==> src/rtl/spi_pkg.sv <==
// Shared widths, field layout and FSM encoding for the tracking-frame SPI master.
// frame_t mirrors the camera-side packer: x in the MSBs, then y, then etc.
package spi_pkg;

  localparam int FRAME_W = 32;
  localparam int X_W     = 10;
  localparam int Y_W     = 9;
  localparam int ETC_W   = 13;
  localparam int X_LSB   = 22;
  localparam int Y_LSB   = 13;
  localparam int ETC_LSB = 0;

  typedef struct packed {
    logic [X_W-1:0]   x;
    logic [Y_W-1:0]   y;
    logic [ETC_W-1:0] etc;
  } frame_t;

  typedef enum logic [2:0] {
    IDLE,
    SETUP,
    XFER,
    HOLD,
    GAP
  } state_t;

  function automatic frame_t unpack_frame(input logic [FRAME_W-1:0] raw);
    frame_t f;
    f.x   = raw[X_LSB +: X_W];
    f.y   = raw[Y_LSB +: Y_W];
    f.etc = raw[ETC_LSB +: ETC_W];
    return f;
  endfunction

endpackage

==> src/rtl/spi_frame_master_if.sv <==
// Request/result and SPI pin bundle between the frame master and its users.
// The master modport is the SPI controller side; slave is the consumer/pin side.
interface spi_frame_master_if;
  import spi_pkg::*;

  logic               start;
  logic [FRAME_W-1:0] tx_data;
  logic               busy;
  logic               rx_valid;
  logic [X_W-1:0]     rx_x;
  logic [Y_W-1:0]     rx_y;
  logic [ETC_W-1:0]   rx_etc;
  logic [FRAME_W-1:0] rx_frame;
  logic               sclk;
  logic               mosi;
  logic               miso;
  logic               cs;

  modport master (
    input  start, tx_data, miso,
    output busy, rx_valid, rx_x, rx_y, rx_etc, rx_frame, sclk, mosi, cs
  );

  modport slave (
    output start, tx_data, miso,
    input  busy, rx_valid, rx_x, rx_y, rx_etc, rx_frame, sclk, mosi, cs
  );

endinterface

==> src/rtl/spi_sclk_gen.sv <==
// Mode-0 SPI clock generator: toggles sclk every CLK_DIV clk cycles while enabled
// and flags, one cycle ahead of the registered edge, which edge is being made.
module spi_sclk_gen #(
  parameter int unsigned CLK_DIV = 4
) (
  input  logic clk,
  input  logic reset,
  input  logic enable,
  output logic sclk,
  output logic rise_stb,
  output logic fall_stb
);

  localparam int unsigned      DIV_W    = $clog2(CLK_DIV);
  localparam logic [DIV_W-1:0] DIV_LAST = DIV_W'(CLK_DIV - 1);

  logic [DIV_W-1:0] div_cnt;
  logic             wrap;

  assign wrap     = enable && (div_cnt == DIV_LAST);
  assign rise_stb = wrap && !sclk;
  assign fall_stb = wrap && sclk;

  // Dropping enable parks sclk low and restarts the half-period from zero.
  always_ff @(posedge clk) begin
    if (reset || !enable) begin
      div_cnt <= '0;
      sclk    <= 1'b0;
    end else if (wrap) begin
      div_cnt <= '0;
      sclk    <= ~sclk;
    end else begin
      div_cnt <= div_cnt + DIV_W'(1);
    end
  end

endmodule

==> src/rtl/spi_frame_master.sv <==
// SPI mode-0 master that exchanges one 32-bit frame per start and unpacks the
// received telemetry into x/y/etc fields with a single-cycle valid strobe.
module spi_frame_master
  import spi_pkg::*;
#(
  parameter int unsigned CLK_DIV  = 4,
  parameter int unsigned CS_SETUP = 2,
  parameter int unsigned CS_HOLD  = 2,
  parameter int unsigned CS_GAP   = 4
) (
  input logic                clk,
  input logic                reset,
  spi_frame_master_if.master bus
);

  // SETUP counts one extra cycle so the first rise lands after the acceptance cycle.
  localparam logic [7:0] SETUP_LAST = 8'(CS_SETUP);
  localparam logic [7:0] HOLD_LAST  = 8'(CS_HOLD - 1);
  localparam logic [7:0] GAP_LAST   = 8'(CS_GAP - 1);
  localparam logic [5:0] FRAME_BITS = 6'(FRAME_W);

  state_t             state;
  logic [7:0]         cnt;
  logic [5:0]         bit_cnt;
  logic [FRAME_W-1:0] tx_shift;
  logic [FRAME_W-1:0] rx_shift;
  logic               cs_q;
  logic               mosi_q;
  logic               busy_q;
  logic               rx_valid_q;
  logic [FRAME_W-1:0] rx_frame_q;
  frame_t             rx_fields_q;
  logic               sclk_w;
  logic               rise_stb;
  logic               fall_stb;

  spi_sclk_gen #(.CLK_DIV(CLK_DIV)) u_sclk_gen (
    .clk      (clk),
    .reset    (reset),
    .enable   (state == XFER),
    .sclk     (sclk_w),
    .rise_stb (rise_stb),
    .fall_stb (fall_stb)
  );

  // tx_shift holds the bits still to send; bit 31 of tx_data goes straight to mosi.
  always_ff @(posedge clk) begin
    if (reset) begin
      state       <= IDLE;
      cnt         <= '0;
      bit_cnt     <= '0;
      tx_shift    <= '0;
      rx_shift    <= '0;
      cs_q        <= 1'b1;
      mosi_q      <= 1'b0;
      busy_q      <= 1'b0;
      rx_valid_q  <= 1'b0;
      rx_frame_q  <= '0;
      rx_fields_q <= '0;
    end else begin
      rx_valid_q <= 1'b0;
      unique case (state)
        IDLE: begin
          if (bus.start) begin
            tx_shift <= {bus.tx_data[FRAME_W-2:0], 1'b0};
            mosi_q   <= bus.tx_data[FRAME_W-1];
            cs_q     <= 1'b0;
            busy_q   <= 1'b1;
            cnt      <= '0;
            bit_cnt  <= '0;
            state    <= SETUP;
          end
        end
        SETUP: begin
          if (cnt == SETUP_LAST) begin
            cnt   <= '0;
            state <= XFER;
          end else begin
            cnt <= cnt + 8'd1;
          end
        end
        XFER: begin
          if (rise_stb) begin
            rx_shift <= {rx_shift[FRAME_W-2:0], bus.miso};
            bit_cnt  <= bit_cnt + 6'd1;
          end
          if (fall_stb) begin
            if (bit_cnt < FRAME_BITS) begin
              tx_shift <= {tx_shift[FRAME_W-2:0], 1'b0};
              mosi_q   <= tx_shift[FRAME_W-1];
            end else begin
              mosi_q <= 1'b0;
              cnt    <= '0;
              state  <= HOLD;
            end
          end
        end
        HOLD: begin
          if (cnt == HOLD_LAST) begin
            cs_q        <= 1'b1;
            rx_frame_q  <= rx_shift;
            rx_fields_q <= unpack_frame(rx_shift);
            rx_valid_q  <= 1'b1;
            cnt         <= '0;
            state       <= GAP;
          end else begin
            cnt <= cnt + 8'd1;
          end
        end
        GAP: begin
          if (cnt == GAP_LAST) begin
            busy_q <= 1'b0;
            cnt    <= '0;
            state  <= IDLE;
          end else begin
            cnt <= cnt + 8'd1;
          end
        end
        default: state <= IDLE;
      endcase
    end
  end

  assign bus.cs       = cs_q;
  assign bus.sclk     = sclk_w;
  assign bus.mosi     = mosi_q;
  assign bus.busy     = busy_q;
  assign bus.rx_valid = rx_valid_q;
  assign bus.rx_frame = rx_frame_q;
  assign bus.rx_x     = rx_fields_q.x;
  assign bus.rx_y     = rx_fields_q.y;
  assign bus.rx_etc   = rx_fields_q.etc;

endmodule
==> src/flat_wrapper.sv <==
// flat-port wrapper written by rule: the top's interface ports become plain ports
module spi_frame_master_flat import spi_pkg::*;
#(
  parameter int unsigned CLK_DIV  = 4,
  parameter int unsigned CS_SETUP = 2,
  parameter int unsigned CS_HOLD  = 2,
  parameter int unsigned CS_GAP   = 4
)
  (clk, reset, bus_start, bus_tx_data, bus_miso, bus_busy, bus_rx_valid, bus_rx_x, bus_rx_y, bus_rx_etc, bus_rx_frame, bus_sclk, bus_mosi, bus_cs);
  spi_frame_master_if bus_i ();
  input logic clk;
  input logic reset;
  input wire logic [$bits(bus_i.start)-1:0] bus_start;
  input wire logic [$bits(bus_i.tx_data)-1:0] bus_tx_data;
  input wire logic [$bits(bus_i.miso)-1:0] bus_miso;
  output wire logic [$bits(bus_i.busy)-1:0] bus_busy;
  output wire logic [$bits(bus_i.rx_valid)-1:0] bus_rx_valid;
  output wire logic [$bits(bus_i.rx_x)-1:0] bus_rx_x;
  output wire logic [$bits(bus_i.rx_y)-1:0] bus_rx_y;
  output wire logic [$bits(bus_i.rx_etc)-1:0] bus_rx_etc;
  output wire logic [$bits(bus_i.rx_frame)-1:0] bus_rx_frame;
  output wire logic [$bits(bus_i.sclk)-1:0] bus_sclk;
  output wire logic [$bits(bus_i.mosi)-1:0] bus_mosi;
  output wire logic [$bits(bus_i.cs)-1:0] bus_cs;
  assign bus_i.start = bus_start;
  assign bus_i.tx_data = bus_tx_data;
  assign bus_i.miso = bus_miso;
  assign bus_busy = bus_i.busy;
  assign bus_rx_valid = bus_i.rx_valid;
  assign bus_rx_x = bus_i.rx_x;
  assign bus_rx_y = bus_i.rx_y;
  assign bus_rx_etc = bus_i.rx_etc;
  assign bus_rx_frame = bus_i.rx_frame;
  assign bus_sclk = bus_i.sclk;
  assign bus_mosi = bus_i.mosi;
  assign bus_cs = bus_i.cs;
  spi_frame_master #(.CLK_DIV(CLK_DIV), .CS_SETUP(CS_SETUP), .CS_HOLD(CS_HOLD), .CS_GAP(CS_GAP)) u_core (.clk(clk), .reset(reset), .bus(bus_i));
endmodule
==> config.mk <==
export PLATFORM = sky130hd
export DESIGN_NAME = spi_frame_master_flat
export DESIGN_NICKNAME = d
export VERILOG_FILES = /design/src/rtl/spi_pkg.sv /design/src/rtl/spi_frame_master_if.sv /design/src/rtl/spi_sclk_gen.sv /design/src/rtl/spi_frame_master.sv /design/src/flat_wrapper.sv
export SDC_FILE = /design/constraint.sdc
export NUM_CORES = 1
export LEC_CHECK = 0
export ABC_AREA = 1
export BUFFER_PORTS_ARGS = -buffer_cell sky130_fd_sc_hd__buf_2
export CAP_MARGIN = 30
export CELL_PAD_IN_SITES_DETAIL_PLACEMENT = 1
export CELL_PAD_IN_SITES_GLOBAL_PLACEMENT = 2
export CORE_MARGIN = 1.5
export CORE_UTILIZATION = 33
export DETAILED_ROUTE_END_ITERATION = 8
export PLACE_DENSITY = 0.9
export RECOVER_POWER = 100
export SLEW_MARGIN = 0
export SYNTH_ARGS = -nofsm -noshare
export SYNTH_HDL_FRONTEND = slang
export SYNTH_SLANG_ARGS = --single-unit
==> constraint.sdc <==
create_clock -name clk -period 3.4 [get_ports clk]
set_clock_uncertainty 0.15 [all_clocks]
set_input_delay 0.34 -clock clk [delete_from_list [all_inputs] [get_ports clk]]
set_output_delay 0.34 -clock clk [all_outputs]
set_load 0.1 [all_outputs]
==> results of run 1 <==
## state kept, by name, indices dropped and copies added (netlist names), 2 cells and up
name and flops:
u_core.state 3, u_core.rx_shift 32, u_core.bus.rx_y 8, u_core.bus.rx_frame 3
u_core.u_sclk_gen.div_cnt 2, u_core.bus.rx_etc 12, u_core.tx_shift 31, u_core.cnt 8
u_core.bus.rx_x 9, u_core.bit_cnt 6
## how the worst max path moves through the flow
stage                                 from                  end  slack, ps
floorplan           u_core.u_sclk_gen.sclk  u_core.tx_shift[31]       1270
global placement           u_core.state[1]  u_core.tx_shift[27]        880
detailed placement         u_core.state[2]  u_core.tx_shift[29]        820
CTS                        u_core.state[2]  u_core.tx_shift[29]        810
global route               u_core.state[2]    u_core.bit_cnt[4]        290
finish                       u_core.cnt[4]   u_core.bus.rx_y[6]        600
## tightest hold or removal path, delay by kind of cell
family / cells / cell delay (ps)
AO/OA/AOI/OAI: 1 / 60
buffers and inverters: 1 / 100
AND/OR/NAND/NOR: 1 / 80
## report_power, final
| group | total, W | internal (W) | switching (W) |
|---|---|---|---|
| combinational | 0.00168 | 0.000418 | 0.00126 |
| clock | 0.00171 | 0.00103 | 0.000682 |
| sequential | 0.00179 | 0.00164 | 0.000148 |
| total | 0.00518 | 0.00308 | 0.00209 |
## per-stage QoR
| stage | utilization | hold WS, ps | worst slack [ps] | instance area [um2] | std cells |
|---|---|---|---|---|---|
| 3_3_place_gp | 0.363 | 272 | 875 | 5780 | 972 |
| 6_report | 0.388 | 49.8 | 597 | 6180 | 1003 |
| 3_5_place_dp | 0.363 | 310 | 824 | 5780 | 972 |
| 5_1_grt | 0.388 | 42.2 | 290 | 6180 | 1003 |
| 4_1_cts | 0.398 | 31.2 | 814 | 6350 | 1003 |
| 2_1_floorplan | - | 258 | 1270 | 5390 | 716 |
## cells in the mapped netlist (all sizes together)
cell type,n
nand2,150
nor2,127
dfxtp,119
o21ai,71
inv,62
buf,54
a21oi,46
a211oi,32
nand3,17
clkbuf,16
ha,5
nand4,4
nor3,4
xor2,3
o31ai,2
clkinv,1
nor3b,1
o211a,1
or2,1
## cell type report
class,instances,area (um2)
Inverter,63,236
Clock buffer,18,439
Clock inverter,13,126
Fill cell,2053,9760
Timing Repair Buffer,110,473
Tap cell,216,270
Multi-Input combinational cell,464,2260
Sequential cell,119,2380
## routing by layer
metal  vias up  wire length [um]
met5         -                 0
met4         0               151
met3        11               548
met2        83              5930
met1      2105              6090
li1       2382                 -
## logic make-up (layout without fill, tap and decap cells)
kind of cell / count (synthesis) / after routing
AOI/OAI and AO/OA: 152 / 152
xor gates and xnor gates: 3 / 3
adders and majority gates: 5 / 5
buffers and inverters: 133 / 204
DFF: 119 / 119
and+or+nand+nor: 304 / 304
## placed cells by master, fill, tap and decap left out, drive strengths merged
cell | Yosys | layout
a211oi | 32 | 32
a21oi | 46 | 46
buf | 54 | 39
bufinv | 0 | 1
clkbuf | 16 | 89
clkinv | 1 | 7
clkinvlp | 0 | 4
dfxtp | 119 | 119
ha | 5 | 5
inv | 62 | 64
nand2 | 150 | 150
nand3 | 17 | 17
nand4 | 4 | 4
nor2 | 127 | 127
nor3 | 4 | 4
nor3b | 1 | 1
o211a | 1 | 1
o21ai | 71 | 71
o31ai | 2 | 2
or2 | 1 | 1
xor2 | 3 | 3
==> metrics.txt, run 1 <==
# TYPE chip_impl_metric gauge
chip_impl_metric{name="first_global_vias",unit=""} 4501
chip_impl_metric{name="worst_setup_hold_path_clk_slew",unit="ps"} 60
chip_impl_metric{name="global_route.usage.met1",unit=""} 0.198
chip_impl_metric{name="syn-num-nets",unit=""} 757
chip_impl_info{name="status",value="completed"} 1
chip_impl_info{name="criticalPathCategory",value="reg2reg"} 1
chip_impl_info{name="critPathCaptureType",value="register"} 1
chip_impl_metric{name="routed_wirelength",unit="um"} 12700
chip_impl_metric{name="fp.dieArea",unit="um2"} 17100
chip_impl_info{name="gr_busiest_metal",value="met2"} 1
chip_impl_metric{name="initial_antenna_violation_count",unit=""} 0
chip_impl_metric{name="wl_per_cell",unit="um"} 12.7
chip_impl_metric{name="fp.dieW",unit="um"} 131
chip_impl_metric{name="post_synth_and_or_nand_nor_area_fraction",unit=""} 0.230
chip_impl_metric{name="fraction_of_layout_instances_using_a_drive_strength_above_1",unit=""} 0.131
chip_impl_metric{name="detailed_place_hpwl",unit="um"} 8390
chip_impl_metric{name="timing.reg2reg.setup_slack",unit="ps"} 600
chip_impl_info{name="hold_path_start",value="bus_tx_data[0]"} 1
chip_impl_metric{name="fp.coreArea",unit="um2"} 15900
chip_impl_metric{name="max_clock_freq",unit="GHz"} 0.357
chip_impl_metric{name="muxShareOfSynthArea",unit=""} 0
chip_impl_metric{name="viasPerCell",unit=""} 4.57
chip_impl_metric{name="synth_warnings",unit=""} 0
chip_impl_metric{name="post_synth_fa_ha_maj_area_fraction",unit=""} 0.0116
chip_impl_info{name="synth_top_family_by_area",value="simple AND/OR/NAND/NOR gates"} 1
chip_impl_info{name="synth_top_cell_by_area",value="sky130_fd_sc_hd__dfxtp_1"} 1
chip_impl_metric{name="cp_data_arrival_time",unit="ps"} 2970
chip_impl_metric{name="timing.final.crit_period",unit="ps"} 2800
chip_impl_metric{name="die_height",unit="um"} 131
chip_impl_metric{name="tritoncts_num_sinks",unit=""} 119
chip_impl_metric{name="post_cts.resized_instances",unit=""} 0
chip_impl_metric{name="globalRouteMet2Util",unit=""} 0.263
chip_impl_metric{name="syn-mean-instance-area",unit="um2"} 7.52
chip_impl_metric{name="drt_drc_violations_left",unit=""} 0
chip_impl_metric{name="max_rail_drop_vdd",unit="mV"} 0.360
chip_impl_info{name="clk_root_buffer_cell",value="sky130_fd_sc_hd__clkbuf_16"} 1
chip_impl_metric{name="critical_path_depth",unit=""} 8
chip_impl_metric{name="clockBufferDepth",unit=""} 2
chip_impl_metric{name="syn-instance-count",unit=""} 716
chip_impl_metric{name="n_antenna_cell",unit=""} 0
chip_impl_metric{name="antenna_left",unit=""} 0
chip_impl_metric{name="yosys_register_bits",unit=""} 119
chip_impl_metric{name="grt.met3_usage",unit=""} 0.0468
chip_impl_info{name="reg2reg_from",value="u_core.cnt[4]"} 1
chip_impl_metric{name="synth-seq-area-share",unit=""} 0.442
chip_impl_metric{name="worstRegToRegCells",unit=""} 8
chip_impl_metric{name="final_net_count",unit=""} 816
chip_impl_metric{name="finalPower",unit="W"} 0.00518
chip_impl_metric{name="rows",unit=""} 46
chip_impl_metric{name="post_cts_hold_buffer_count",unit=""} 0
chip_impl_metric{name="finalMaxSlewViolations",unit=""} 0
chip_impl_metric{name="clk_latency",unit="ps"} 430
chip_impl_info{name="rsz_0062_raised_after_global_routing",value="no"} 1
chip_impl_info{name="cp_delay_by_family_top",value="buffers and inverters"} 1
chip_impl_info{name="cell_repeated_most_along_the_worst_path",value="sky130_fd_sc_hd__nor2_1"} 1
chip_impl_metric{name="report.final.hold_viol_count",unit=""} 0
chip_impl_metric{name="path_max_fanout",unit=""} 64
chip_impl_metric{name="ioPinCount",unit=""} 105
chip_impl_metric{name="cell_area_after_synthesis",unit="um2"} 5390
chip_impl_metric{name="cp_data_required_time",unit="ps"} 3570
chip_impl_metric{name="drt-initial-drc-count",unit=""} 144
chip_impl_metric{name="netlist.area_leader.share",unit=""} 0.442
chip_impl_metric{name="initial_util",unit=""} 0.338
chip_impl_metric{name="global_route.usage.total",unit=""} 0.160
chip_impl_metric{name="numPortBuffers",unit=""} 104
chip_impl_metric{name="vias",unit=""} 4581
chip_impl_metric{name="leakage",unit="nW"} 2.54
chip_impl_metric{name="worst_slew_pin_slew",unit="ps"} 1420
chip_impl_metric{name="cts_inserted_buffers",unit=""} 17
chip_impl_info{name="worst_path_max_delay_cell",value="sky130_fd_sc_hd__clkbuf_2"} 1
chip_impl_metric{name="setup-violations-final",unit=""} 0
chip_impl_metric{name="h-tree-depth",unit=""} 4
chip_impl_metric{name="post_cts.repair.setup_buffers",unit=""} 0
chip_impl_info{name="r2r-end",value="u_core.bus.rx_y[6]"} 1
chip_impl_metric{name="timing.setup.tns",unit="ps"} 0
chip_impl_info{name="tritoncts",value="yes"} 1
chip_impl_metric{name="grt_first_pass_wirelength",unit="um"} 21300
chip_impl_metric{name="drv.max_cap_violation_count",unit=""} 0
chip_impl_metric{name="ys_types",unit=""} 30
chip_impl_metric{name="place.gp.congestion",unit=""} 0.776
chip_impl_metric{name="slew_headroom",unit=""} 0.0533
chip_impl_metric{name="gr-total-overflow",unit=""} 0
chip_impl_metric{name="xor_xnor_portion_of_the_synthesized_cell_area",unit=""} 0.00488
chip_impl_metric{name="syn_to_final_growth",unit="%"} 14.8
chip_impl_info{name="ys_top_cells_by_area",value="sky130_fd_sc_hd__dfxtp_1 44%, sky130_fd_sc_hd__nand2_1 10%, sky130_fd_sc_hd__nor2_1 8.4%, sky130_fd_sc_hd__a211oi_2 6.5%, sky130_fd_sc_hd__buf_4 5.6%"} 1
chip_impl_metric{name="critPathBufInv",unit=""} 2
chip_impl_metric{name="synth_compound_area_frac",unit=""} 0.185
chip_impl_info{name="hp-class",value="in2reg"} 1
chip_impl_metric{name="post-route-period-util",unit=""} 0.824
chip_impl_metric{name="critPathMaxStageDelay",unit="ps"} 1040
chip_impl_metric{name="grt_start_max_net_pins",unit=""} 65
chip_impl_metric{name="hold_critical_path_depth",unit=""} 3
chip_impl_info{name="cp_cell_sequence",value="inv_1, nand2_1, nor2_1, nand3_1, nor2_4, clkbuf_2, nor2_1, a211oi_1"} 1
chip_impl_info{name="whs_endpoint",value="u_core.tx_shift[1]"} 1
chip_impl_info{name="worstSetupStartpointType",value="register"} 1
chip_impl_metric{name="p_per_area",unit="nW/um2"} 837
chip_impl_metric{name="drt-pass1-iter-count",unit=""} 4
No activity file was read; power rests on OpenSTA's default activity.
==> inputs of run 2 (changes only) <==
CORE_UTILIZATION = 31   (was 33)
PLACE_DENSITY = 0.86   (was 0.9)
clock period = 2.8 ns   (was 3.4 ns; I/O delays follow)
==> run 2 against run 1 <==
Routed wire length grew 2.9%. Count of clock-buffer cells in the layout grew 2. Final cell count grew 1.3%. Clock power grew 31%. Die area grew 6.3%. Sequential share of layout area shrank 0.73 points. Non-clock buffer count grew 4. Setup slack lost 74 ps. Final area grew 1.9%. Global-route usage shrank 0.84 points. Utilization shrank 2.0 points. Sequential power grew 21%. Largest cell class unchanged.
==> metrics.txt, run 2 (same netlist as run 1, synthesis figures left out) <==
# TYPE chip_impl_metric gauge
chip_impl_metric{name="cp_data_arrival_time",unit="ps"} 2470
chip_impl_metric{name="h-tree-depth",unit=""} 4
chip_impl_metric{name="worst_slew_pin_slew",unit="ps"} 1260
chip_impl_metric{name="ioPinCount",unit=""} 105
chip_impl_metric{name="max_clock_freq",unit="GHz"} 0.439
chip_impl_metric{name="clockBufferDepth",unit=""} 2
chip_impl_info{name="worstSetupStartpointType",value="register"} 1
chip_impl_metric{name="worst_setup_hold_path_clk_slew",unit="ps"} 50
chip_impl_info{name="register_ranked_first_by_flip_flop_count",value="u_core.rx_shift"} 1
chip_impl_metric{name="drt-initial-drc-count",unit=""} 155
chip_impl_metric{name="viasPerCell",unit=""} 4.54
chip_impl_metric{name="timing.setup.tns",unit="ps"} 0
chip_impl_metric{name="routed_wirelength",unit="um"} 13100
chip_impl_metric{name="post_cts.resized_instances",unit=""} 0
chip_impl_metric{name="detailed_place_hpwl",unit="um"} 8420
chip_impl_metric{name="vias",unit=""} 4609
chip_impl_metric{name="syn_to_final_growth",unit="%"} 17.1
chip_impl_info{name="criticalPathCategory",value="reg2reg"} 1
chip_impl_metric{name="first_global_vias",unit=""} 4476
chip_impl_metric{name="leakage",unit="nW"} 2.60
chip_impl_metric{name="finalPower",unit="W"} 0.00651
chip_impl_info{name="layout_common_cells",value="148 x sky130_fd_sc_hd__nand2_1, 125 x sky130_fd_sc_hd__nor2_1, 119 x sky130_fd_sc_hd__dfxtp_1"} 1
chip_impl_metric{name="clk_latency",unit="ps"} 420
chip_impl_info{name="hp-class",value="in2reg"} 1
chip_impl_info{name="status",value="completed"} 1
chip_impl_metric{name="global_route.usage.total",unit=""} 0.152
chip_impl_metric{name="fraction_of_layout_instances_using_a_drive_strength_above_1",unit=""} 0.134
chip_impl_metric{name="rows",unit=""} 48
chip_impl_info{name="critPathCaptureType",value="register"} 1
chip_impl_metric{name="critPathMaxStageDelay",unit="ps"} 510
chip_impl_metric{name="grt_first_pass_wirelength",unit="um"} 21600
chip_impl_info{name="cp_cell_sequence",value="inv_2, nand3_2, inv_2, nand2_1, nand2_1, nor2_2, buf_4, nand3_1, a21oi_1"} 1
chip_impl_metric{name="fp.coreArea",unit="um2"} 17100
chip_impl_metric{name="n_antenna_cell",unit=""} 0
chip_impl_metric{name="initial_antenna_violation_count",unit=""} 0
chip_impl_metric{name="die_height",unit="um"} 135
chip_impl_metric{name="post-route-period-util",unit=""} 0.813
chip_impl_metric{name="fp.dieW",unit="um"} 135
chip_impl_metric{name="timing.final.crit_period",unit="ps"} 2280
chip_impl_metric{name="max_rail_drop_vdd",unit="mV"} 0.548
chip_impl_metric{name="gr-total-overflow",unit=""} 0
chip_impl_metric{name="p_per_area",unit="nW/um2"} 1030
chip_impl_metric{name="path_max_fanout",unit=""} 19
chip_impl_metric{name="fp.dieArea",unit="um2"} 18200
chip_impl_metric{name="finalMaxSlewViolations",unit=""} 0
chip_impl_metric{name="cp_data_required_time",unit="ps"} 2990
chip_impl_metric{name="report.final.hold_viol_count",unit=""} 0
chip_impl_metric{name="final_net_count",unit=""} 820
chip_impl_metric{name="cts_inserted_buffers",unit=""} 17
chip_impl_info{name="tritoncts",value="yes"} 1
chip_impl_metric{name="drt_drc_violations_left",unit=""} 0
chip_impl_metric{name="wl_per_cell",unit="um"} 12.9
chip_impl_metric{name="numPortBuffers",unit=""} 104
chip_impl_info{name="mostFrequentLayoutCell",value="sky130_fd_sc_hd__nand2_1"} 1
chip_impl_metric{name="initial_util",unit=""} 0.315
chip_impl_metric{name="grt_start_max_net_pins",unit=""} 65
chip_impl_info{name="worst_path_max_delay_cell",value="sky130_fd_sc_hd__dfxtp_1"} 1
chip_impl_info{name="clk_root_buffer_cell",value="sky130_fd_sc_hd__clkbuf_16"} 1
chip_impl_metric{name="drv.max_cap_violation_count",unit=""} 0
chip_impl_info{name="rsz_0062_raised_after_global_routing",value="no"} 1
chip_impl_metric{name="slew_headroom",unit=""} 0.162
chip_impl_metric{name="setup-violations-final",unit=""} 0
chip_impl_metric{name="drt-pass1-iter-count",unit=""} 4
chip_impl_metric{name="place.gp.congestion",unit=""} 0.759
chip_impl_metric{name="antenna_left",unit=""} 0
chip_impl_metric{name="largest_register_ffs",unit=""} 32
chip_impl_metric{name="tritoncts_num_sinks",unit=""} 119
[run 2: cell count changes in the layout (fill, tap and decap cells not counted), sizes merged]
cell / delta
buf: +4
bufinv: +2
clkinv: -3
clkinvlp: -1
dlygate4sd3: +2
[run 2: final cells by class]
cell class	instances	area, um2
clock buffer	20	457
clock inverter	11	149
fill	2166	10800
inverter	63	236
multi-input combinational	464	2250
sequential	119	2380
tap	225	282
timing repair buffer	114	552
[run 2: path summary, 6_finish.rpt]
check | startpoint | endpoint | slack (ps) | cells past startpoint
hold / removal | bus_tx_data[18] | u_core.tx_shift[19] | 30 | 5
setup reg to reg | u_core.state[1] | u_core.tx_shift[1] | 520 | 9
setup / recovery | u_core.state[1] | u_core.tx_shift[1] | 520 | 9
hold reg to reg | u_core.u_sclk_gen.div_cnt[0] | u_core.u_sclk_gen.div_cnt[0] | 280 | 1
[run 2: per-stage QoR]
| stage | std cells | hold slack [ps] | cell area [um2] | setup slack, ps | util |
|---|---|---|---|---|---|
| floorplan | 716 | 258 | 5390 | 672 | - |
| global placement | 983 | 274 | 5850 | 788 | 0.342 |
| detailed placement | 983 | 277 | 5850 | 720 | 0.342 |
| CTS | 1016 | 11.6 | 6470 | 725 | 0.378 |
| global route | 1016 | 48.1 | 6300 | 266 | 0.368 |
| finish | 1016 | 29.5 | 6300 | 523 | 0.368 |
[run 2: what timing repair did]
| item | in CTS | in global routing |
|---|---|---|
| hold buffers | 2 | 0 |
| buffers inserted | 0 | 0 |
| hold endpoints to repair | 2 | 0 |
| endpoints found under the setup margin | 0 | 0 |
[run 2: layer usage]
layer  up-vias  GRT usage  routed length, um
li1       2396          -                  -
met1      2115      0.187               6290
met2        85      0.250               6040
met3        13     0.0447                609
met4         0     0.0573                154
met5         -          0                  0
[run 2: critical path, delay by kind of cell, from the launching register on]
family,cells,cell delay [ps]
AND/OR/NAND/NOR,5,930
flip-flops,1,510
buffers and inverters,3,480
AO/OA/AOI/OAI,1,130
[run 2: power breakdown]
group          internal [W]  total (W)  switching (W)
combinational      0.000551    0.00210        0.00155
clock               0.00144    0.00224       0.000800
sequential          0.00199    0.00217       0.000181
total               0.00398    0.00651        0.00253
